==> src/rtl/bp_fe_lce_responder.sv <==
`default_nettype none
// ============================================================================
// bp_fe_lce_responder: front-end I-cache miss responder. It fetches the missing
// block from memory and then writes the data, tag and stat arrays.
// Revision: 1.0
// ============================================================================
module bp_fe_lce_responder #(
  parameter int paddr_width_p = 40,
  parameter int lce_sets_p    = 64,
  parameter int lce_assoc_p   = 8,
  parameter int block_width_p = 512,
  parameter int dword_width_p = 64,
  localparam int index_width_lp  = $clog2(lce_sets_p),
  localparam int way_width_lp    = $clog2(lce_assoc_p),
  localparam int offset_width_lp = $clog2(block_width_p/8),
  localparam int tag_width_lp    = paddr_width_p - index_width_lp - offset_width_lp
) (
  input  logic                      clk_i,
  input  logic                      reset_n_i,

  input  logic [paddr_width_p-1:0]  cache_req_addr_i,
  input  logic                      cache_req_uncached_i,
  input  logic                      cache_req_v_i,
  output logic                      cache_req_ready_o,
  input  logic [way_width_lp-1:0]   cache_req_metadata_way_i,
  input  logic                      cache_req_metadata_v_i,
  output logic                      cache_req_complete_o,

  output logic [paddr_width_p-1:0]  mem_cmd_addr_o,
  output logic                      mem_cmd_v_o,
  input  logic                      mem_cmd_ready_i,
  input  logic [block_width_p-1:0]  mem_resp_data_i,
  input  logic                      mem_resp_v_i,
  output logic                      mem_resp_yumi_o,

  output logic                      data_mem_pkt_uncached_o,
  output logic [index_width_lp-1:0] data_mem_pkt_index_o,
  output logic [way_width_lp-1:0]   data_mem_pkt_way_o,
  output logic [block_width_p-1:0]  data_mem_pkt_data_o,
  output logic                      data_mem_pkt_v_o,
  input  logic                      data_mem_pkt_ready_i,

  output logic [index_width_lp-1:0] tag_mem_pkt_index_o,
  output logic [way_width_lp-1:0]   tag_mem_pkt_way_o,
  output logic [tag_width_lp-1:0]   tag_mem_pkt_tag_o,
  output logic                      tag_mem_pkt_v_o,
  input  logic                      tag_mem_pkt_ready_i,

  output logic [index_width_lp-1:0] stat_mem_pkt_index_o,
  output logic [way_width_lp-1:0]   stat_mem_pkt_way_o,
  output logic                      stat_mem_pkt_v_o,
  input  logic                      stat_mem_pkt_ready_i
);

  localparam int words_lp         = block_width_p / dword_width_p;
  localparam int dword_off_lp     = $clog2(dword_width_p/8);
  localparam int dword_sel_w_lp   = offset_width_lp - dword_off_lp;

  typedef enum logic [2:0] {
    ST_READY     = 3'd0,
    ST_WAIT_META = 3'd1,
    ST_SEND_CMD  = 3'd2,
    ST_WAIT_RESP = 3'd3,
    ST_FILL_DATA = 3'd4,
    ST_FILL_TAG  = 3'd5,
    ST_FILL_STAT = 3'd6,
    ST_DONE      = 3'd7
  } state_e;

  state_e                     state_q, state_d;
  logic [paddr_width_p-1:0]   addr_q, addr_d;
  logic                       uncached_q, uncached_d;
  logic [way_width_lp-1:0]    way_q, way_d;
  logic [block_width_p-1:0]   block_q, block_d;
  logic                       cmd_v_q, cmd_v_d;
  logic                       data_v_q, data_v_d;
  logic                       tag_v_q, tag_v_d;
  logic                       stat_v_q, stat_v_d;
  logic                       complete_q, complete_d;

  logic [words_lp-1:0][dword_width_p-1:0] block_words;
  logic [dword_sel_w_lp-1:0]              dword_sel;
  logic                                   unused_addr_bits;

  always_comb begin
    state_d    = state_q;
    addr_d     = addr_q;
    uncached_d = uncached_q;
    way_d      = way_q;
    block_d    = block_q;
    unique case (state_q)
      ST_READY: begin
        if (cache_req_v_i) begin
          addr_d     = cache_req_addr_i;
          uncached_d = cache_req_uncached_i;
          if (cache_req_metadata_v_i) way_d = cache_req_metadata_way_i;
          // Uncached loads never touch a victim way, so they skip the metadata wait.
          state_d = (cache_req_metadata_v_i || cache_req_uncached_i) ? ST_SEND_CMD : ST_WAIT_META;
        end
      end
      ST_WAIT_META: begin
        if (cache_req_metadata_v_i) begin
          way_d   = cache_req_metadata_way_i;
          state_d = ST_SEND_CMD;
        end
      end
      ST_SEND_CMD:  if (mem_cmd_ready_i) state_d = ST_WAIT_RESP;
      ST_WAIT_RESP: begin
        if (mem_resp_v_i) begin
          block_d = mem_resp_data_i;
          state_d = ST_FILL_DATA;
        end
      end
      ST_FILL_DATA: if (data_mem_pkt_ready_i) state_d = uncached_q ? ST_DONE : ST_FILL_TAG;
      ST_FILL_TAG:  if (tag_mem_pkt_ready_i) state_d = ST_FILL_STAT;
      ST_FILL_STAT: if (stat_mem_pkt_ready_i) state_d = ST_DONE;
      ST_DONE:      state_d = ST_READY;
      default:      state_d = ST_READY;
    endcase

    cmd_v_d    = (state_d == ST_SEND_CMD);
    data_v_d   = (state_d == ST_FILL_DATA);
    tag_v_d    = (state_d == ST_FILL_TAG);
    stat_v_d   = (state_d == ST_FILL_STAT);
    complete_d = (state_d == ST_DONE);
  end

  always_ff @(posedge clk_i or negedge reset_n_i) begin
    if (!reset_n_i) begin
      state_q    <= ST_READY;
      addr_q     <= '0;
      uncached_q <= 1'b0;
      way_q      <= '0;
      block_q    <= '0;
      cmd_v_q    <= 1'b0;
      data_v_q   <= 1'b0;
      tag_v_q    <= 1'b0;
      stat_v_q   <= 1'b0;
      complete_q <= 1'b0;
    end else begin
      state_q    <= state_d;
      addr_q     <= addr_d;
      uncached_q <= uncached_d;
      way_q      <= way_d;
      block_q    <= block_d;
      cmd_v_q    <= cmd_v_d;
      data_v_q   <= data_v_d;
      tag_v_q    <= tag_v_d;
      stat_v_q   <= stat_v_d;
      complete_q <= complete_d;
    end
  end

  assign block_words      = block_q;
  assign dword_sel        = addr_q[offset_width_lp-1:dword_off_lp];
  assign unused_addr_bits = ^addr_q[dword_off_lp-1:0];

  // Ready is forced low for the whole time reset is held, not just after an edge.
  assign cache_req_ready_o    = (state_q == ST_READY) & reset_n_i;
  assign cache_req_complete_o = complete_q;

  assign mem_cmd_addr_o  = {addr_q[paddr_width_p-1:offset_width_lp], {offset_width_lp{1'b0}}};
  assign mem_cmd_v_o     = cmd_v_q;
  assign mem_resp_yumi_o = (state_q == ST_WAIT_RESP) & mem_resp_v_i;

  assign data_mem_pkt_uncached_o = uncached_q;
  assign data_mem_pkt_index_o    = addr_q[offset_width_lp +: index_width_lp];
  assign data_mem_pkt_way_o      = way_q;
  assign data_mem_pkt_data_o     = uncached_q
                                 ? {{(block_width_p-dword_width_p){1'b0}}, block_words[dword_sel]}
                                 : block_q;
  assign data_mem_pkt_v_o        = data_v_q;

  assign tag_mem_pkt_index_o = addr_q[offset_width_lp +: index_width_lp];
  assign tag_mem_pkt_way_o   = way_q;
  assign tag_mem_pkt_tag_o   = addr_q[paddr_width_p-1:offset_width_lp+index_width_lp];
  assign tag_mem_pkt_v_o     = tag_v_q;

  assign stat_mem_pkt_index_o = addr_q[offset_width_lp +: index_width_lp];
  assign stat_mem_pkt_way_o   = way_q;
  assign stat_mem_pkt_v_o     = stat_v_q;

endmodule
`default_nettype wire

==> config.mk <==
export PLATFORM = sky130hd
export DESIGN_NAME = bp_fe_lce_responder
export DESIGN_NICKNAME = d
export VERILOG_FILES = /design/src/rtl/bp_fe_lce_responder.sv
export SDC_FILE = /design/constraint.sdc
export NUM_CORES = 2
export LEC_CHECK = 0
export BUFFER_PORTS_ARGS = -buffer_cell sky130_fd_sc_hd__buf_2
export CORE_AREA = 4 4 457 459
export CTS_CLUSTER_DIAMETER = 60
export CTS_CLUSTER_SIZE = 40
export DETAILED_ROUTE_END_ITERATION = 7
export DIE_AREA = 0 0 461 463
export SLEW_MARGIN = 20
export SYNTH_ARGS = -nofsm -noshare
export SYNTH_HDL_FRONTEND = slang
export SYNTH_SLANG_ARGS = --single-unit
==> constraint.sdc <==
create_clock -name clk_i -period 4.7 [get_ports clk_i]
set_input_delay 0.47 -clock clk_i [delete_from_list [all_inputs] [get_ports clk_i]]
set_output_delay 0.47 -clock clk_i [all_outputs]
set_load 0.1 [all_outputs]
==> impl_metrics.json <==
{
  "worst_slew_margin_rel_pct": 33.9,
  "crit_type": "register to output pin",
  "path_cells": "buf_12 -> buf_4 -> nor2_1 -> a21oi_1 -> buf_2",
  "finalCritPeriodShare_pct": 76.1,
  "crit_buf_inv": 3,
  "synth-seq-cells": 561,
  "synth_seq_area_share_pct": 44.9,
  "antenna_left": 0,
  "antenna_found_initial": 116,
  "rsz0062_at_grt": "no",
  "critPathCaptureType": "output pin",
  "skew_ns": 0.0496,
  "synthArstFlopShare_pct": 100,
  "n_fill_cell": 21547,
  "finalWirelength_um": 163000,
  "drt-wirelength-per-cell_um": 24.9,
  "grt_max_degree": 143,
  "clk_pin_slew_ns": 0.06,
  "netlist_area_sq_um": 31200,
  "final_cell_mix": "buf_2 (1169), dfrtp_1 (557), dlygate4sd3_1 (526), mux2_4 (459), nor2b_1 (449)",
  "synth.avg_cell_area_sq_um": 14.4,
  "io_pins": 1180,
  "cts_setup_buffers": 0,
  "cts_made_buffers": 79,
  "via_per_inst": 3.83,
  "hold_ws_ns": 0.0792,
  "grt_pass1_vias": 26543,
  "start_util_pct": 15.3,
  "cpLargestDelayFamily": "buffers and inverters",
  "vias": 25106,
  "setup_viol": 0,
  "fp.dieArea_sq_um": 213000,
  "critPathSlowestCell": "dfrtp_4",
  "min_period_ns": 3.58,
  "worst_pin_slew_ns": 0.992,
  "critPathRequiredTime_ns": 4.23,
  "met3_usage_pct": 4.09,
  "drt_first_iter_violations": 1583,
  "final_max_slew_viol_count": 0,
  "post_cts_resized": 0,
  "area_delta_synth_final_pct": 51.6,
  "yosysWarnings": 0,
  "min_path_type": "input pin to register",
  "h-tree-depth": 3,
  "critPathMaxFanout": 40,
  "grt_overflow": 0,
  "clk_latency_ns": 0.68,
  "startpoint_type": "register",
  "drive_gt1_share_pct": 53.9,
  "hpwl_um": 130000,
  "die_width_um": 461,
  "drv_cap": 0,
  "holdBufCountCts": 526,
  "cts_tree": "built",
  "num_rows": 166,
  "grt.busiest_layer": "met2",
  "drc": 0,
  "clockBufferDepth": 3,
  "final_common_cell": "buf_2",
  "utilization_pct": 23.2,
  "max_clock_freq_mhz": 279,
  "hold_viol_final": 0,
  "cp_data_arrival_time_ns": 3.11,
  "use_met1_pct": 17.5,
  "die_h_um": 463,
  "postSynthCellCount": 2171,
  "synth_edf_count": 0,
  "fin_setup_tns_ns": 0,
  "root_buffer": "clkbuf_16",
  "drt_pass1_iterations": 5,
  "grtUsageMet2_pct": 24.0,
  "io_buffers": 1170,
  "ys_types": 33,
  "place.gp.congestion": 0.943,
  "nNetsFinal": 4329,
  "status": "finished clean",
  "coreArea_sq_um": 204000,
  "grt_pass1_wl_um": 219000,
  "slowest_delay_ns": 0.98,
  "numClockSinks": 561,
  "synth-main-ff-cell": "dfrtp_1",
  "globalRouteTotalUtil_pct": 14.6
}
-- kinds of logic (layout without fill, tap and decap cells) --
group	after synthesis	in the layout	synth area share [%]
DFF	561	561	44.9
muxes	747	747	36.8
other	1	45	0.0120
AOI/OAI and AO/OA	70	70	1.17
buffers and inverters	255	1908	6.84
and+or+nand+nor	537	537	10.2
-- stage by stage --
step	std cells	worst slack [ns]	cell area, sq um
2_1_floorplan	2176	0.878	31300
3_3_place_gp	5845	1.74	39200
3_5_place_dp	5845	1.70	39200
4_1_cts	6517	0.926	47300
5_1_grt	6536	0.950	47300
6_report	6556	1.12	47400
-- registers in the layout, indices dropped and copies added, names as in the netlist --
register	cells
addr_q	37
block_q	512
cache_req_complete_o	1
data_mem_pkt_uncached_o	1
data_mem_pkt_v_o	1
data_mem_pkt_way_o	3
mem_cmd_v_o	1
stat_mem_pkt_v_o	1
state_q	3
tag_mem_pkt_v_o	1
-- layer usage --
metal / up-vias / part of all wire [%]
met5: - / 0.28
met4: 68 / 5.6
met3: 330 / 8.0
met2: 1329 / 46
met1: 12578 / 40
li1: 10801 / -
-- final timing paths --
kind,to,cells after the start,startpoint,slack [ns]
worst min-delay path,block_q[320],2,mem_resp_data_i[320],0.08
min in group asynchronous,block_q[10],2,reset_n_i,0.40
worst max-delay path,data_mem_pkt_data_o[18],5,data_mem_pkt_uncached_o,1.12
worst min register to register,block_q[352],1,block_q[352],0.53
worst max register to register,block_q[40],5,state_q[0],1.92
max in group asynchronous,addr_q[5],3,reset_n_i,2.87
-- Yosys cell counts, types with 2 or more instances --
cell	n	area [sq um]
dfrtp_1	561	14000
mux2_4	459	6890
nor2b_1	449	2810
mux4_2	128	2880
buf_4	95	713
mux2_2	95	1070
clkbuf_1	68	255
mux2i_1	65	651
nor2_1	65	244
a21oi_1	64	320
buf_12	44	881
buf_2	26	130
buf_1	10	37.5
buf_6	10	113
nand2_1	6	22.5
nand3b_1	3	22.5
nor3_1	3	15.0
nor3b_1	3	22.5
and2_1	2	12.5
inv_1	2	7.51
-- worst register-to-register path, cell delays in order (launching register included) --
cell and delay (ns):
dfrtp_1 0.51, nor2b_4 0.23, and3_4 0.61, buf_12 0.36, buf_4 0.53, mux2_2 0.40
-- area by class of cell --
| cell class | count | area, sq um | area share, % |
|---|---|---|---|
| clock inverters | 55 | 723 | 1.53 |
| flip-flops and latches | 561 | 14100 | 29.7 |
| clock buffers | 91 | 2120 | 4.47 |
| multi-input cells | 1360 | 15100 | 31.9 |
| inverters | 2 | 7.51 | 0.0159 |
| repair buffers | 1760 | 11900 | 25.2 |
| well taps | 2688 | 3360 | 7.10 |
| diodes | 39 | 97.6 | 0.206 |
Power is left out: the tool's default activity adds up to more than one toggle a clock period on the data nets, which glitch-free logic cannot reach.
